[src/rtl/fetch_pkg.sv]
// Shared constants and the buffered fetch entry type for the instruction fetch stage.
package fetch_pkg;
    localparam int                 XLEN      = 64;
    localparam int                 INSTR_W   = 32;
    localparam logic [INSTR_W-1:0] NOP_INSTR = 32'h0000_0013;
    localparam int                 PC_STEP   = 4;

    typedef struct packed {
        logic [XLEN-1:0]    pc;
        logic [INSTR_W-1:0] instr;
    } fetch_entry_t;
endpackage

[src/rtl/fetch_fifo.sv]
// Small synchronous FIFO with wrap-bit pointers; head is presented combinationally.
module fetch_fifo #(
    parameter int W     = 96,
    parameter int DEPTH = 4
) (
    input  logic                   clk,
    input  logic                   reset,
    input  logic                   push_i,
    input  logic [W-1:0]           data_i,
    input  logic                   pop_i,
    input  logic                   flush_i,
    output logic [W-1:0]           head_o,
    output logic [$clog2(DEPTH):0] count_o,
    output logic                   empty_o,
    output logic                   full_o
);
    localparam int AW = $clog2(DEPTH);
    localparam logic [AW:0] PTR_ONE = (AW+1)'(1);

    logic [W-1:0] mem_q [DEPTH];
    logic [AW:0]  wr_ptr_q, wr_ptr_d;
    logic [AW:0]  rd_ptr_q, rd_ptr_d;
    logic         do_push, do_pop;

    assign empty_o = (wr_ptr_q == rd_ptr_q);
    assign full_o  = (wr_ptr_q[AW] != rd_ptr_q[AW]) &&
                     (wr_ptr_q[AW-1:0] == rd_ptr_q[AW-1:0]);
    assign count_o = wr_ptr_q - rd_ptr_q;
    assign head_o  = mem_q[rd_ptr_q[AW-1:0]];

    // Flush discards everything, including a push or pop requested in the same cycle.
    assign do_push = push_i && !full_o && !flush_i;
    assign do_pop  = pop_i && !empty_o && !flush_i;

    always_comb begin
        wr_ptr_d = wr_ptr_q;
        rd_ptr_d = rd_ptr_q;
        if (flush_i) begin
            rd_ptr_d = wr_ptr_q;
        end else begin
            if (do_push) wr_ptr_d = wr_ptr_q + PTR_ONE;
            if (do_pop)  rd_ptr_d = rd_ptr_q + PTR_ONE;
        end
    end

    always_ff @(posedge clk or posedge reset) begin
        if (reset) begin
            wr_ptr_q <= '0;
            rd_ptr_q <= '0;
        end else begin
            wr_ptr_q <= wr_ptr_d;
            rd_ptr_q <= rd_ptr_d;
        end
    end

    always_ff @(posedge clk) begin
        if (do_push) mem_q[wr_ptr_q[AW-1:0]] <= data_i;
    end
endmodule

[src/rtl/instr_fetch_unit.sv]
// Fetch stage: owns the PC, issues in-order word fetches and buffers returned
// instructions with their PCs for decode; redirects flush and restart fetch.
module instr_fetch_unit
    import fetch_pkg::*;
#(
    parameter int              XLEN     = 64,
    parameter logic [XLEN-1:0] RESET_PC = '0,
    parameter int              DEPTH    = 4
) (
    input  logic            clk,
    input  logic            reset,
    output logic            imem_req_valid,
    input  logic            imem_req_ready,
    output logic [XLEN-1:0] imem_req_addr,
    input  logic            imem_resp_valid,
    input  logic [31:0]     imem_resp_data,
    input  logic            redirect_valid,
    input  logic [XLEN-1:0] redirect_pc,
    output logic            id_valid,
    input  logic            id_ready,
    output logic [31:0]     id_instr,
    output logic [XLEN-1:0] id_pc
);
    localparam int              CW      = $clog2(DEPTH) + 1;
    localparam logic [CW:0]     CREDITS = (CW+1)'(DEPTH);
    localparam logic [CW-1:0]   ONE     = CW'(1);
    localparam logic [XLEN-1:0] ALIGN_M = ~(XLEN'(PC_STEP - 1));

    logic [XLEN-1:0] pc_q, pc_d;
    logic [CW-1:0]   outstanding_q, outstanding_d;
    logic [CW-1:0]   kill_q, kill_d;
    logic [CW-1:0]   buf_count, tag_count;
    logic            buf_empty, buf_full, tag_empty, tag_full;
    logic [XLEN-1:0] tag_head;
    fetch_entry_t    push_entry, head_entry;
    logic            req_fire, resp_live, resp_push, id_fire;

    // Credits come from registered state only, so a response or pop this cycle frees space next cycle.
    assign imem_req_valid = !reset && !redirect_valid &&
                            (({1'b0, outstanding_q} + {1'b0, buf_count}) < CREDITS);
    assign imem_req_addr  = pc_q;
    assign req_fire       = imem_req_valid && imem_req_ready;

    // A response with nothing outstanding is a leftover from before reset.
    assign resp_live  = imem_resp_valid && (outstanding_q != '0);
    assign resp_push  = resp_live && (kill_q == '0) && !redirect_valid;

    assign id_valid   = !buf_empty;
    assign id_fire    = id_valid && id_ready;
    assign id_instr   = buf_empty ? '0 : head_entry.instr;
    assign id_pc      = buf_empty ? '0 : head_entry.pc;
    assign push_entry = '{pc: tag_head, instr: imem_resp_data};

    always_comb begin
        outstanding_d = outstanding_q;
        if (req_fire && !resp_live)      outstanding_d = outstanding_q + ONE;
        else if (!req_fire && resp_live) outstanding_d = outstanding_q - ONE;

        kill_d = kill_q;
        pc_d   = pc_q;
        if (redirect_valid) begin
            kill_d = outstanding_d;
            pc_d   = redirect_pc & ALIGN_M;
        end else begin
            if (resp_live && (kill_q != '0)) kill_d = kill_q - ONE;
            if (req_fire)                    pc_d   = pc_q + XLEN'(PC_STEP);
        end
    end

    always_ff @(posedge clk or posedge reset) begin
        if (reset) begin
            pc_q          <= RESET_PC;
            outstanding_q <= '0;
            kill_q        <= '0;
        end else begin
            pc_q          <= pc_d;
            outstanding_q <= outstanding_d;
            kill_q        <= kill_d;
        end
    end

    // Request PCs in issue order; popped by every live response, killed or not.
    fetch_fifo #(
        .W     (XLEN),
        .DEPTH (DEPTH)
    ) u_tag_fifo (
        .clk     (clk),
        .reset   (reset),
        .push_i  (req_fire),
        .data_i  (pc_q),
        .pop_i   (resp_live),
        .flush_i (1'b0),
        .head_o  (tag_head),
        .count_o (tag_count),
        .empty_o (tag_empty),
        .full_o  (tag_full)
    );

    fetch_fifo #(
        .W     ($bits(fetch_entry_t)),
        .DEPTH (DEPTH)
    ) u_buf_fifo (
        .clk     (clk),
        .reset   (reset),
        .push_i  (resp_push),
        .data_i  (push_entry),
        .pop_i   (id_fire),
        .flush_i (redirect_valid),
        .head_o  (head_entry),
        .count_o (buf_count),
        .empty_o (buf_empty),
        .full_o  (buf_full)
    );

    a_kill_le_out: assert property (@(posedge clk) disable iff (reset)
        kill_q <= outstanding_q);
    a_credit_cap: assert property (@(posedge clk) disable iff (reset)
        ({1'b0, outstanding_q} + {1'b0, buf_count}) <= CREDITS);
    a_id_pc_align: assert property (@(posedge clk) disable iff (reset)
        id_pc[1:0] == 2'b00);
    a_tag_tracks: assert property (@(posedge clk) disable iff (reset)
        (tag_count == outstanding_q) && (tag_empty == (outstanding_q == '0)));
    a_no_overflow: assert property (@(posedge clk) disable iff (reset)
        !(resp_push && buf_full) && !(req_fire && tag_full));
endmodule
[config.mk]
export PLATFORM = sky130hd
export DESIGN_NAME = instr_fetch_unit
export DESIGN_NICKNAME = d
export VERILOG_FILES = /design/src/rtl/fetch_pkg.sv /design/src/rtl/fetch_fifo.sv /design/src/rtl/instr_fetch_unit.sv
export SDC_FILE = /design/constraint.sdc
export NUM_CORES = 1
export LEC_CHECK = 0
export CAP_MARGIN = 25
export CELL_PAD_IN_SITES_DETAIL_PLACEMENT = 0
export CELL_PAD_IN_SITES_GLOBAL_PLACEMENT = 1
export CORE_ASPECT_RATIO = 1.1
export CORE_MARGIN = 2
export CORE_UTILIZATION = 49
export CTS_CLUSTER_SIZE = 12
export DETAILED_ROUTE_END_ITERATION = 8
export PLACE_DENSITY_LB_ADDON = 0.2
export SLEW_MARGIN = 20
export SYNTH_ARGS = -nofsm -noshare
export SYNTH_HDL_FRONTEND = slang
export SYNTH_SLANG_ARGS = --single-unit
[constraint.sdc]
create_clock -name clk -period 5.8 [get_ports clk]
set_input_delay 1.45 -clock clk [delete_from_list [all_inputs] [get_ports clk]]
set_output_delay 1.45 -clock clk [all_outputs]
set_load 0.02 [all_outputs]
==> impl_metrics.csv <==
group,metric,value,unit
outcome,status,"finished, final reports clean",
placed_design,port-buffer-count,257,
synth,synth.avg_cell_area,18.4,um^2
drt,drt_iter0_drc,1128,
synth,ys_warn_count,0,
timing,rsz0062_at_grt,"no",
timing,relSlewSlack,36.7,%
drt,num_vias,15200,
die,dieHeight,256,um
die,dieArea,0.0596,mm^2
drt,route.detailed.wl_per_inst,24.8,um
synth,synth_edf_count,624,
pwr,power.share.switching,31.3,%
cells_and_area,fill_cells,4257,
timing,fmax,193,MHz
pwr,p_comb_share,33.8,%
critical_path,worst_path_most_repeated_cell,"buf_4",
critical_path,path_cells,"buf_4 -> buf_4 -> mux4_2 -> and2_1 -> clkdlybuf4s50_1",
synth,yosysTopAreaCellShare,66.3,%
clocking,root_buffer,"clkbuf_16",
critical_path,reg2reg_depth,9,
critical_path,crit_type,"flip-flop to primary output",
cells_and_area,area_growth,20.5,%
die,core_area,0.0571,mm^2
clocking,numCtsBuffers,73,
grt,gr-total-overflow,0,
critical_path,cp_max_fo,38,
worst_hold_path,holdPathStages,1,
clocking,htreeDepth,3,
drt,viasPerCell,5.80,
timing,period_needed,5.18,ns
synth,synth_top_cell_by_area,"edfxtp_1",
synth,yosysUniqueCellTypes,61,
timing,finalCritPeriodShare,89.3,%
die,io_pins,264,
die,std_cell_rows,92,
placed_design,gp_congestion,0.803,
critical_path,critPathTopFamily,"buffers and inverters",
critical_path,start_kind,"flip-flop",
critical_path,reg2reg_slack,1.69,ns
timing,setup_tns,0,ns
grt,grt_first_pass_wirelength,97.8,mm
critical_path,cp-end-kind,"primary output",
pwr,p_switching,5.22,mW
critical_path,r2r-start,"u_buf_fifo.rd_ptr_q[1]",
cells_and_area,fin_util,59.6,%
timing,hold_violations,0,
die,die_x,233,um
critical_path,r2r_end,"u_tag_fifo.mem_q[0][41]",
cells_and_area,nets,1937,
pwr,clockPowerShare,26.3,%
worst_hold_path,min_path_type,"flip-flop to flip-flop",
grt,grt_pass1_vias,15500,
clocking,cts_tree,"yes",
clocking,clockBufferDepth,3,
timing,drv_slew,0,
synth,netlist_instances,1539,
pwr,p_int,11.4,mW
pwr,power_density,489,mW/mm^2
grt,antenna_found_initial,3,
pwr,p_leak,11.3,nW
placed_design,hpwlAfterDp,39.0,mm
worst_hold_path,min_to,"u_tag_fifo.wr_ptr_q[2]",
clocking,cts_resized,0,
critical_path,cp_slowest_stage_delay,0.66,ns
critical_path,critPathLaunch,"u_buf_fifo.rd_ptr_q[1]",
clocking,ctsHoldBuffers,0,
synth,synth.yosys.seq_area_share,73.4,%
synth,async_flop_share,11.4,%
clocking,cts_num_sinks,704,
critical_path,cp_num_buf_inv,3,
critical_path,required,4.35,ns
timing,worst_slew_pin_slew,0.949,ns
clocking,cts_setup_buffers,0,
drt,drc_errors,0,
timing,finalClockSkew,0.0208,ns
pwr,ir_drop,0.000325,V
synth,yosysMostFrequentCell,"edfxtp_1",
pwr,seqPwrFrac,39.8,%
synth,yosys-top-cells-area,"edfxtp_1 (66%), mux4_2 (12%), dfrtp_1 (7.1%)",
synth,ys.flop_type,"edfxtp_1",
cells_and_area,final_area,0.0340,mm^2
drt,ant_nets,0,
worst_hold_path,min_from,"u_tag_fifo.wr_ptr_q[2]",
synth,ys_seq_elements,704,
synth,netlist_area,0.0282,mm^2
critical_path,critPathSlowestCell,"dfrtp_4",
drt,wirelength,65.0,mm
placed_design,place_area,0.0317,mm^2
grt,grtUsageTotal,22.3,%
grt,grt_max_degree,97,
critical_path,worstPathArrival,3.73,ns
drt,drtPass1Iterations,5,
die,initial_core_util,49.5,%
synth,synthTopCellsByCount,"edfxtp_1 (624), mux4_2 (156), and2_1 (114)",
run,cap_viol_max_count,0,
timing,finalSetupViolCount,0,
clocking,clkTransAtPathRegs,0.06,ns
clocking,clock_latency,0.61,ns
cells_and_area,drive_above_1_share,16.0,%
power groups by stage:
stage | clock network [mW] | registers [mW] | logic [mW]
2_1_floorplan | 0 | 6.60 | 3.43
3_3_place_gp | 0 | 6.71 | 5.60
3_5_place_dp | 0 | 6.74 | 5.68
4_1_cts | 4.48 | 6.63 | 5.70
5_1_grt | 4.67 | 6.69 | 6.04
6_report | 4.38 | 6.63 | 5.63
cell type report:
cell class | count | area [um^2] | area share [%]
diodes | 1 | 2.50 | 0.00735
clock buffers | 114 | 2120 | 6.22
clock inverters | 17 | 123 | 0.360
inverters | 27 | 103 | 0.301
multi-input cells | 725 | 7070 | 20.8
flip-flops and latches | 704 | 20800 | 61.0
well taps | 752 | 941 | 2.76
repair buffers | 283 | 2920 | 8.58
flip-flops by register name, indices dropped and copies added (netlist names):
name                 flops
u_tag_fifo.rd_ptr_q      3
u_buf_fifo.rd_ptr_q      3
u_tag_fifo.mem_q       248
imem_req_addr           62
kill_q                   3
u_tag_fifo.wr_ptr_q      3
u_buf_fifo.mem_q       376
u_buf_fifo.wr_ptr_q      3
outstanding_q            3
cells by family after synthesis:
logic type	after synthesis	synth area share (%)
flops	704	73.4
simple gates	373	7.15
mux	164	12.7
compound gates	138	3.30
buf+inv	113	1.65
xor+xnor	25	0.775
fa+ha+maj	21	0.957
other cells	1	0.0133
routing by layer:
layer	vias up	track usage [%]	part of all wire, %	routed length, um
met5	-	0	0.020	13
li1	6704	-	-	-
met1	7957	31.3	43	28000
met4	2	7.54	2.7	1780
met3	94	3.65	5.0	3270
met2	450	35.9	49	31900
cells in the final DEF, fill, tap and decap left out, types with 8 or more instances in the layout:
| master | netlist | final |
|---|---|---|
| edfxtp_1 | 624 | 624 |
| clkdlybuf4s50_1 | 0 | 256 |
| mux4_2 | 156 | 156 |
| and2_1 | 114 | 106 |
| nand2_1 | 85 | 85 |
| clkbuf_16 | 0 | 77 |
| dfrtp_1 | 80 | 76 |
| nand3_1 | 46 | 46 |
| nor2_1 | 42 | 41 |
| clkbuf_1 | 51 | 32 |
| inv_1 | 26 | 25 |
| o21ai_0 | 25 | 25 |
| nand4_1 | 24 | 24 |
| o21ai_1 | 22 | 22 |
| ha_1 | 20 | 20 |
| nor3_1 | 16 | 16 |
| a21oi_1 | 15 | 15 |
| buf_4 | 6 | 14 |
| o211ai_1 | 13 | 13 |
| xnor2_1 | 13 | 13 |
| a31oi_1 | 12 | 12 |
| xor2_1 | 12 | 12 |
| and3_1 | 11 | 11 |
| buf_12 | 0 | 11 |
| and4_1 | 9 | 9 |
| a32oi_1 | 8 | 8 |
| o311ai_1 | 8 | 8 |
| and2_4 | 0 | 8 |
| clkinv_2 | 0 | 8 |
worst max-delay path by stage:
stage	endpoint	depth (start not counted)	slack, ns
after floorplan	u_buf_fifo.mem_q[3][0]	9	0.95
after global placement	id_pc[22]	5	1.16
after detailed placement	id_pc[22]	5	1.17
after CTS	id_pc[22]	5	0.52
after global routing	id_pc[22]	5	0.51
final	id_pc[22]	5	0.62
metrics by stage:
stage | instances | hold slack, ns | worst slack (ns) | total power, mW
after floorplan | 1542 | 0.460 | 0.945 | 10.0
after global placement | 2486 | 0.476 | 1.16 | 12.3
after detailed placement | 2489 | 0.475 | 1.17 | 12.4
after CTS | 2620 | 0.499 | 0.516 | 16.8
after global routing | 2623 | 0.512 | 0.507 | 17.4
final | 2623 | 0.496 | 0.622 | 16.6
Note: power is estimated with default switching activity, not from simulation.
